--- src/rtl/ysyx_23060061_mem_arbiter_if.sv ---
// Request/response bus shared by the IFU, LSU and memory port of the arbiter.
// The master side issues requests and accepts responses; the slave side answers them.
interface ysyx_23060061_mem_arbiter_if #(
  parameter int ADDR_W = 32,
  parameter int DATA_W = 32
);
  logic                  req_valid;
  logic                  req_ready;
  logic [ADDR_W-1:0]     req_addr;
  logic                  req_wen;
  logic [DATA_W-1:0]     req_wdata;
  logic [DATA_W/8-1:0]   req_wmask;
  logic                  resp_valid;
  logic                  resp_ready;
  logic [DATA_W-1:0]     resp_rdata;

  modport master (
    output req_valid, req_addr, req_wen, req_wdata, req_wmask, resp_ready,
    input  req_ready, resp_valid, resp_rdata
  );

  modport slave (
    input  req_valid, req_addr, req_wen, req_wdata, req_wmask, resp_ready,
    output req_ready, resp_valid, resp_rdata
  );
endinterface

--- src/rtl/ysyx_23060061_mem_arbiter.sv ---
// Round-robin IFU/LSU arbiter onto one memory port, one transaction in flight.
// Grant costs one IDLE cycle; REQ/RESP are zero-latency pass-through, so memory and master stalls propagate directly.
module ysyx_23060061_mem_arbiter #(
  parameter int ADDR_W = 32,
  parameter int DATA_W = 32
) (
  input  logic                               clk,
  input  logic                               rst,
  ysyx_23060061_mem_arbiter_if.slave         i_ifu,
  ysyx_23060061_mem_arbiter_if.slave         i_lsu,
  ysyx_23060061_mem_arbiter_if.master        o_mem,
  output logic                               o_busy,
  output logic                               o_grant_lsu
);

  typedef enum logic [1:0] {S_IDLE, S_REQ, S_RESP} state_t;

  state_t r_state;
  logic   r_last;
  logic   r_grant_lsu;
  logic   r_busy;

  logic                w_in_req;
  logic                w_in_resp;
  logic                w_any_req;
  logic                w_pick_lsu;
  logic                w_sel_req_valid;
  logic                w_sel_resp_ready;
  logic                w_req_hs;
  logic                w_resp_hs;
  logic                w_lsu_req;
  logic [ADDR_W-1:0]   w_sel_addr;
  logic [DATA_W-1:0]   w_lsu_wdata;
  logic [DATA_W/8-1:0] w_lsu_wmask;
  logic                w_unused_ifu_wr;

  assign w_in_req   = (r_state == S_REQ);
  assign w_in_resp  = (r_state == S_RESP);
  assign w_any_req  = i_ifu.req_valid | i_lsu.req_valid;
  // On a tie the master that did not win last time takes the grant.
  assign w_pick_lsu = i_lsu.req_valid & (~i_ifu.req_valid | ~r_last);

  assign w_sel_req_valid  = r_grant_lsu ? i_lsu.req_valid  : i_ifu.req_valid;
  assign w_sel_resp_ready = r_grant_lsu ? i_lsu.resp_ready : i_ifu.resp_ready;
  assign w_sel_addr       = r_grant_lsu ? i_lsu.req_addr   : i_ifu.req_addr;
  assign w_lsu_req        = w_in_req & r_grant_lsu;
  assign w_lsu_wdata      = i_lsu.req_wdata;
  assign w_lsu_wmask      = i_lsu.req_wmask;

  // The IFU only reads; its write fields never reach memory.
  assign w_unused_ifu_wr = ^{i_ifu.req_wen, i_ifu.req_wdata, i_ifu.req_wmask};

  assign o_mem.req_valid  = w_in_req & w_sel_req_valid;
  assign o_mem.req_addr   = w_in_req ? w_sel_addr : '0;
  assign o_mem.req_wen    = w_lsu_req & i_lsu.req_wen;
  assign o_mem.req_wdata  = w_lsu_req ? w_lsu_wdata : '0;
  assign o_mem.req_wmask  = w_lsu_req ? w_lsu_wmask : '0;
  assign o_mem.resp_ready = w_in_resp & w_sel_resp_ready;

  assign i_ifu.req_ready  = w_in_req  & ~r_grant_lsu & o_mem.req_ready;
  assign i_lsu.req_ready  = w_in_req  &  r_grant_lsu & o_mem.req_ready;
  assign i_ifu.resp_valid = w_in_resp & ~r_grant_lsu & o_mem.resp_valid;
  assign i_lsu.resp_valid = w_in_resp &  r_grant_lsu & o_mem.resp_valid;
  assign i_ifu.resp_rdata = (w_in_resp & ~r_grant_lsu) ? o_mem.resp_rdata : '0;
  assign i_lsu.resp_rdata = (w_in_resp &  r_grant_lsu) ? o_mem.resp_rdata : '0;

  assign w_req_hs  = o_mem.req_valid  & o_mem.req_ready;
  assign w_resp_hs = o_mem.resp_valid & o_mem.resp_ready;

  assign o_busy      = r_busy;
  assign o_grant_lsu = r_grant_lsu;

  // last resets to LSU so the first tie after reset goes to the IFU.
  always_ff @(posedge clk or posedge rst) begin
    if (rst) begin
      r_state     <= S_IDLE;
      r_last      <= 1'b1;
      r_grant_lsu <= 1'b0;
      r_busy      <= 1'b0;
    end else begin
      case (r_state)
        S_IDLE: begin
          if (w_any_req) begin
            r_grant_lsu <= w_pick_lsu;
            r_last      <= w_pick_lsu;
            r_busy      <= 1'b1;
            r_state     <= S_REQ;
          end
        end
        S_REQ: begin
          if (w_req_hs) begin
            r_state <= S_RESP;
          end
        end
        S_RESP: begin
          if (w_resp_hs) begin
            r_busy  <= 1'b0;
            r_state <= S_IDLE;
          end
        end
        default: begin
          r_busy  <= 1'b0;
          r_state <= S_IDLE;
        end
      endcase
    end
  end

endmodule

--- src/flat_wrapper.sv ---
// flat-port wrapper written by rule: the top's interface ports become plain ports
module ysyx_23060061_mem_arbiter_flat 
#(
  parameter int ADDR_W = 32,
  parameter int DATA_W = 32
)
  (clk, rst, o_busy, o_grant_lsu, i_ifu_req_valid, i_ifu_req_addr, i_ifu_req_wen, i_ifu_req_wdata, i_ifu_req_wmask, i_ifu_resp_ready, i_ifu_req_ready, i_ifu_resp_valid, i_ifu_resp_rdata, i_lsu_req_valid, i_lsu_req_addr, i_lsu_req_wen, i_lsu_req_wdata, i_lsu_req_wmask, i_lsu_resp_ready, i_lsu_req_ready, i_lsu_resp_valid, i_lsu_resp_rdata, o_mem_req_valid, o_mem_req_addr, o_mem_req_wen, o_mem_req_wdata, o_mem_req_wmask, o_mem_resp_ready, o_mem_req_ready, o_mem_resp_valid, o_mem_resp_rdata);
  ysyx_23060061_mem_arbiter_if #(.ADDR_W(ADDR_W), .DATA_W(DATA_W)) i_ifu_i ();
  ysyx_23060061_mem_arbiter_if #(.ADDR_W(ADDR_W), .DATA_W(DATA_W)) i_lsu_i ();
  ysyx_23060061_mem_arbiter_if #(.ADDR_W(ADDR_W), .DATA_W(DATA_W)) o_mem_i ();
  input  logic clk;
  input  logic rst;
  output logic o_busy;
  output logic o_grant_lsu;
  input wire logic [$bits(i_ifu_i.req_valid)-1:0] i_ifu_req_valid;
  input wire logic [$bits(i_ifu_i.req_addr)-1:0] i_ifu_req_addr;
  input wire logic [$bits(i_ifu_i.req_wen)-1:0] i_ifu_req_wen;
  input wire logic [$bits(i_ifu_i.req_wdata)-1:0] i_ifu_req_wdata;
  input wire logic [$bits(i_ifu_i.req_wmask)-1:0] i_ifu_req_wmask;
  input wire logic [$bits(i_ifu_i.resp_ready)-1:0] i_ifu_resp_ready;
  output wire logic [$bits(i_ifu_i.req_ready)-1:0] i_ifu_req_ready;
  output wire logic [$bits(i_ifu_i.resp_valid)-1:0] i_ifu_resp_valid;
  output wire logic [$bits(i_ifu_i.resp_rdata)-1:0] i_ifu_resp_rdata;
  input wire logic [$bits(i_lsu_i.req_valid)-1:0] i_lsu_req_valid;
  input wire logic [$bits(i_lsu_i.req_addr)-1:0] i_lsu_req_addr;
  input wire logic [$bits(i_lsu_i.req_wen)-1:0] i_lsu_req_wen;
  input wire logic [$bits(i_lsu_i.req_wdata)-1:0] i_lsu_req_wdata;
  input wire logic [$bits(i_lsu_i.req_wmask)-1:0] i_lsu_req_wmask;
  input wire logic [$bits(i_lsu_i.resp_ready)-1:0] i_lsu_resp_ready;
  output wire logic [$bits(i_lsu_i.req_ready)-1:0] i_lsu_req_ready;
  output wire logic [$bits(i_lsu_i.resp_valid)-1:0] i_lsu_resp_valid;
  output wire logic [$bits(i_lsu_i.resp_rdata)-1:0] i_lsu_resp_rdata;
  output wire logic [$bits(o_mem_i.req_valid)-1:0] o_mem_req_valid;
  output wire logic [$bits(o_mem_i.req_addr)-1:0] o_mem_req_addr;
  output wire logic [$bits(o_mem_i.req_wen)-1:0] o_mem_req_wen;
  output wire logic [$bits(o_mem_i.req_wdata)-1:0] o_mem_req_wdata;
  output wire logic [$bits(o_mem_i.req_wmask)-1:0] o_mem_req_wmask;
  output wire logic [$bits(o_mem_i.resp_ready)-1:0] o_mem_resp_ready;
  input wire logic [$bits(o_mem_i.req_ready)-1:0] o_mem_req_ready;
  input wire logic [$bits(o_mem_i.resp_valid)-1:0] o_mem_resp_valid;
  input wire logic [$bits(o_mem_i.resp_rdata)-1:0] o_mem_resp_rdata;
  assign i_ifu_i.req_valid = i_ifu_req_valid;
  assign i_ifu_i.req_addr = i_ifu_req_addr;
  assign i_ifu_i.req_wen = i_ifu_req_wen;
  assign i_ifu_i.req_wdata = i_ifu_req_wdata;
  assign i_ifu_i.req_wmask = i_ifu_req_wmask;
  assign i_ifu_i.resp_ready = i_ifu_resp_ready;
  assign i_ifu_req_ready = i_ifu_i.req_ready;
  assign i_ifu_resp_valid = i_ifu_i.resp_valid;
  assign i_ifu_resp_rdata = i_ifu_i.resp_rdata;
  assign i_lsu_i.req_valid = i_lsu_req_valid;
  assign i_lsu_i.req_addr = i_lsu_req_addr;
  assign i_lsu_i.req_wen = i_lsu_req_wen;
  assign i_lsu_i.req_wdata = i_lsu_req_wdata;
  assign i_lsu_i.req_wmask = i_lsu_req_wmask;
  assign i_lsu_i.resp_ready = i_lsu_resp_ready;
  assign i_lsu_req_ready = i_lsu_i.req_ready;
  assign i_lsu_resp_valid = i_lsu_i.resp_valid;
  assign i_lsu_resp_rdata = i_lsu_i.resp_rdata;
  assign o_mem_req_valid = o_mem_i.req_valid;
  assign o_mem_req_addr = o_mem_i.req_addr;
  assign o_mem_req_wen = o_mem_i.req_wen;
  assign o_mem_req_wdata = o_mem_i.req_wdata;
  assign o_mem_req_wmask = o_mem_i.req_wmask;
  assign o_mem_resp_ready = o_mem_i.resp_ready;
  assign o_mem_i.req_ready = o_mem_req_ready;
  assign o_mem_i.resp_valid = o_mem_resp_valid;
  assign o_mem_i.resp_rdata = o_mem_resp_rdata;
  ysyx_23060061_mem_arbiter #(.ADDR_W(ADDR_W), .DATA_W(DATA_W)) u_core (.clk(clk), .rst(rst), .i_ifu(i_ifu_i), .i_lsu(i_lsu_i), .o_mem(o_mem_i), .o_busy(o_busy), .o_grant_lsu(o_grant_lsu));
endmodule
--- config.mk ---
export PLATFORM = sky130hd
export DESIGN_NAME = ysyx_23060061_mem_arbiter_flat
export DESIGN_NICKNAME = d
export VERILOG_FILES = /design/src/rtl/ysyx_23060061_mem_arbiter_if.sv /design/src/rtl/ysyx_23060061_mem_arbiter.sv /design/src/flat_wrapper.sv
export SDC_FILE = /design/constraint.sdc
export NUM_CORES = 1
export LEC_CHECK = 0
export CAP_MARGIN = 20
export CORE_AREA = 5 5 120 122
export DETAILED_ROUTE_END_ITERATION = 12
export DIE_AREA = 0 0 125 127
export GPL_ROUTABILITY_DRIVEN = 0
export HOLD_SLACK_MARGIN = 0.05
export PLACE_DENSITY = 0.59
export SLEW_MARGIN = 20
export SYNTH_ARGS = -nofsm -noshare
export SYNTH_HDL_FRONTEND = slang
export SYNTH_SLANG_ARGS = --single-unit
export TNS_END_PERCENT = 5
--- constraint.sdc ---
create_clock -name clk -period 1.3 [get_ports clk]
set_clock_uncertainty 0.05 [all_clocks]
set_input_delay 0.26 -clock clk [delete_from_list [all_inputs] [get_ports clk]]
set_output_delay 0.26 -clock clk [all_outputs]
set_load 0.01 [all_outputs]
==> qor.txt <==
max-slew violations = 0
clock sink count = 5
global-route wire length before repair = 17.5 mm
post-route cell area = 4450 um^2
Vias/cell = 3.91
maximum VDD drop = 0.000576 V
CP endpoint = o_mem_req_addr[31]
overall routed net length = 12.4 mm
most frequent cells in the layout = clkdlybuf4s50_1, buf_2, and2_1
Final period util = 146%
wire per inst = 18.6 um
failing checks = setup timing
IO buf count = 281
vias = 2599
fill count = 1432
Congestion Overflow GR = 0
clk_lat worst skew = 0.23 ns
post-synth cell types = 24
Leak Pwr = 2.18 nW
Critical path origin = u_core.r_state[0]
post-synthesis simple-gate area fraction = 56.0%
largest net degree at the start of global routing = 34
hold-fix buffer count after cts = 0
DP Wirelength = 9.41 mm
Seq cells post-synth = 5
Core ar. = 13100 um^2
Compound-Gate Fraction of Synth Area = 24.6%
synthesized area = 1360 um^2
row cnt = 42
largest fanout on the critical path = 18
final-stage net count = 667
r2r setup slk = -0.07 ns
max-cap check violation count = 0
Die Footprint = 15900 um^2
Clock Pin Slew Worst Setup and Hold Paths = 0.03 ns
Synth warnings = 0
Reg2Reg Depth = 5
worst slew pin tran = 0.238 ns
Iter 0 DRT Violations = 36
CTS root buffer = clkbuf_16
Startpoint Class = register
Tmin final = 1.89 ns
PwrDens = 1650 nW/um^2
layout cells sized above 1 = 42.2%
Worst R2R End = u_core.o_busy
setup ws final = -0.595 ns
Crit path arrival time = 1.58 ns
DIE WIDTH = 125 um
pre-CTS setup slack = -0.788 ns
antenna fix cells = 0
Syn-to-layout area delta = 228%
Worst Path Required = 0.99 ns
antenna violations before repair = 0
RSZ-0062 raised after global routing = yes
Final setup viols = 141
Die Ht = 127 um
commonest non-fill, non-tap cell in the layout = clkdlybuf4s50_1
Initial Util = 10.4%
min-delay worst type = in -> async
sequential element share of the synthesized area = 9.33%
TritonRoute pass-1 iters = 4
H-Tree Depth = 1
# DRC = 0
CTS Buf Count = 3
worst r2r src = u_core.o_grant_lsu
Fmax = 528 MHz
dominant combinational cell family by area after synthesis = simple AND/OR/NAND/NOR gates
post-synthesis mux area share = 1.48%
I/O pin cnt = 319
syn nets = 364
ANT nets after route = 0
CP Class = reg -> out
Mapped Cells = 186
syn_area_per_cell = 7.29 um^2
vias in the first global route = 2938
Crit. End Element = primary output
TritonCTS clock tree = yes
Placed Instance Area = 4460 um^2
post-synthesis adder-cell area fraction = 0%
Max-slew headroom = 83.9%
CTS Buffer Depth = 2
total track usage = 14.0%
Pwr Total = 7.33 mW
status = finished, violations left
endpoints failing hold = 0
Synth Area in XOR/XNOR = 0%
state kept, by name (all words and copies together) (netlist names):
signal              flops
u_core.r_state          2
u_core.o_busy           1
u_core.o_grant_lsu      1
u_core.r_last           1
metrics by stage:
| stage | cells | TNS (ns) | hold slack (ns) | util (%) |
|---|---|---|---|---|
| 3_5_place_dp | 643 | -85.71 | 0.438 | 34.1 |
| 5_1_grt | 664 | -72.74 | 0.226 | 34.0 |
| 3_3_place_gp | 643 | -83.50 | 0.421 | 34.1 |
| 4_1_cts | 661 | -71.10 | 0.195 | 35.7 |
| 2_1_floorplan | 186 | -9.93 | -0.0122 | - |
| 6_report | 664 | -63.07 | 0.190 | 34.0 |
Yosys cell counts:
cell type,number,area (um^2)
a21oi_1,1,5.00
nor2_4,2,22.5
nor2_1,4,15.0
o32ai_1,1,8.76
and2_1,105,657
inv_2,1,3.75
a31oi_1,1,6.26
nand2b_1,1,6.26
nor2_2,2,12.5
inv_1,2,7.51
a32o_1,1,10.0
nand2b_4,2,27.5
buf_2,13,65.1
o311ai_1,1,8.76
nand2_1,3,11.3
dfstp_2,1,26.3
nor2b_1,1,6.26
dfrtp_1,4,100
buf_6,3,33.8
o2bb2ai_1,1,8.76
a22o_1,32,280
o21ai_0,1,5.00
buf_4,1,7.51
mux2i_1,2,20.0
worst max-delay path, stage by stage (launching register included):
cell and delay (ns):
dfrtp_2 0.43, nand2b_4 0.11, nor2_4 0.05, buf_4 0.13
buf_12 0.13, buf_16 0.15, a22o_4 0.23, buf_6 0.13
cells by family after synthesis:
group	Yosys count
multiplexers	2
flip-flops	5
AO/OA/AOI/OAI	39
AND/OR/NAND/NOR	120
buffers and inverters	20
how the worst min path moves through the flow:
stage	from	to	cells past startpoint
2_1_floorplan	rst	u_core.o_busy	1
3_3_place_gp	rst	u_core.o_busy	2
3_5_place_dp	rst	u_core.r_state[0]	2
4_1_cts	rst	u_core.r_state[1]	2
5_1_grt	rst	u_core.r_state[1]	2
6_report	rst	u_core.r_state[1]	2
timing repair:
| item | CTS | global route |
|---|---|---|
| gates cloned | 5 | 2 |
| pin swaps | 21 | 16 |
| endpoints found under the setup margin | 144 | 144 |
| resized for setup | 511 | 113 |
| setup buffers | 10 | 2 |
per-layer routing:
metal  GRT usage [%]  up-vias  routed length, um
li1                -     1233                  -
met1            14.0     1174               4490
met2            28.3      190               6590
met3            5.09        2               1250
met4            1.59        0                 34
met5               0        -                  0
final cells by class:
| type | count | area [um^2] | area share [%] |
|---|---|---|---|
| Clock buffer | 4 | 78.8 | 1.77 |
| Inverter | 3 | 11.3 | 0.253 |
| Multi-Input combinational cell | 161 | 1190 | 26.9 |
| Sequential cell | 5 | 128 | 2.87 |
| Tap cell | 176 | 220 | 4.95 |
| Timing Repair Buffer | 315 | 2810 | 63.3 |
power breakdown:
| part | internal [mW] | leakage, nW | switching, mW |
|---|---|---|---|
| registers | 0.243 | 0.0559 | 0.0695 |
| logic | 3.62 | 2.09 | 2.89 |
| clock network | 0.406 | 0.0382 | 0.0982 |
| total | 4.27 | 2.18 | 3.06 |
No activity file was read; power rests on OpenSTA's default activity.
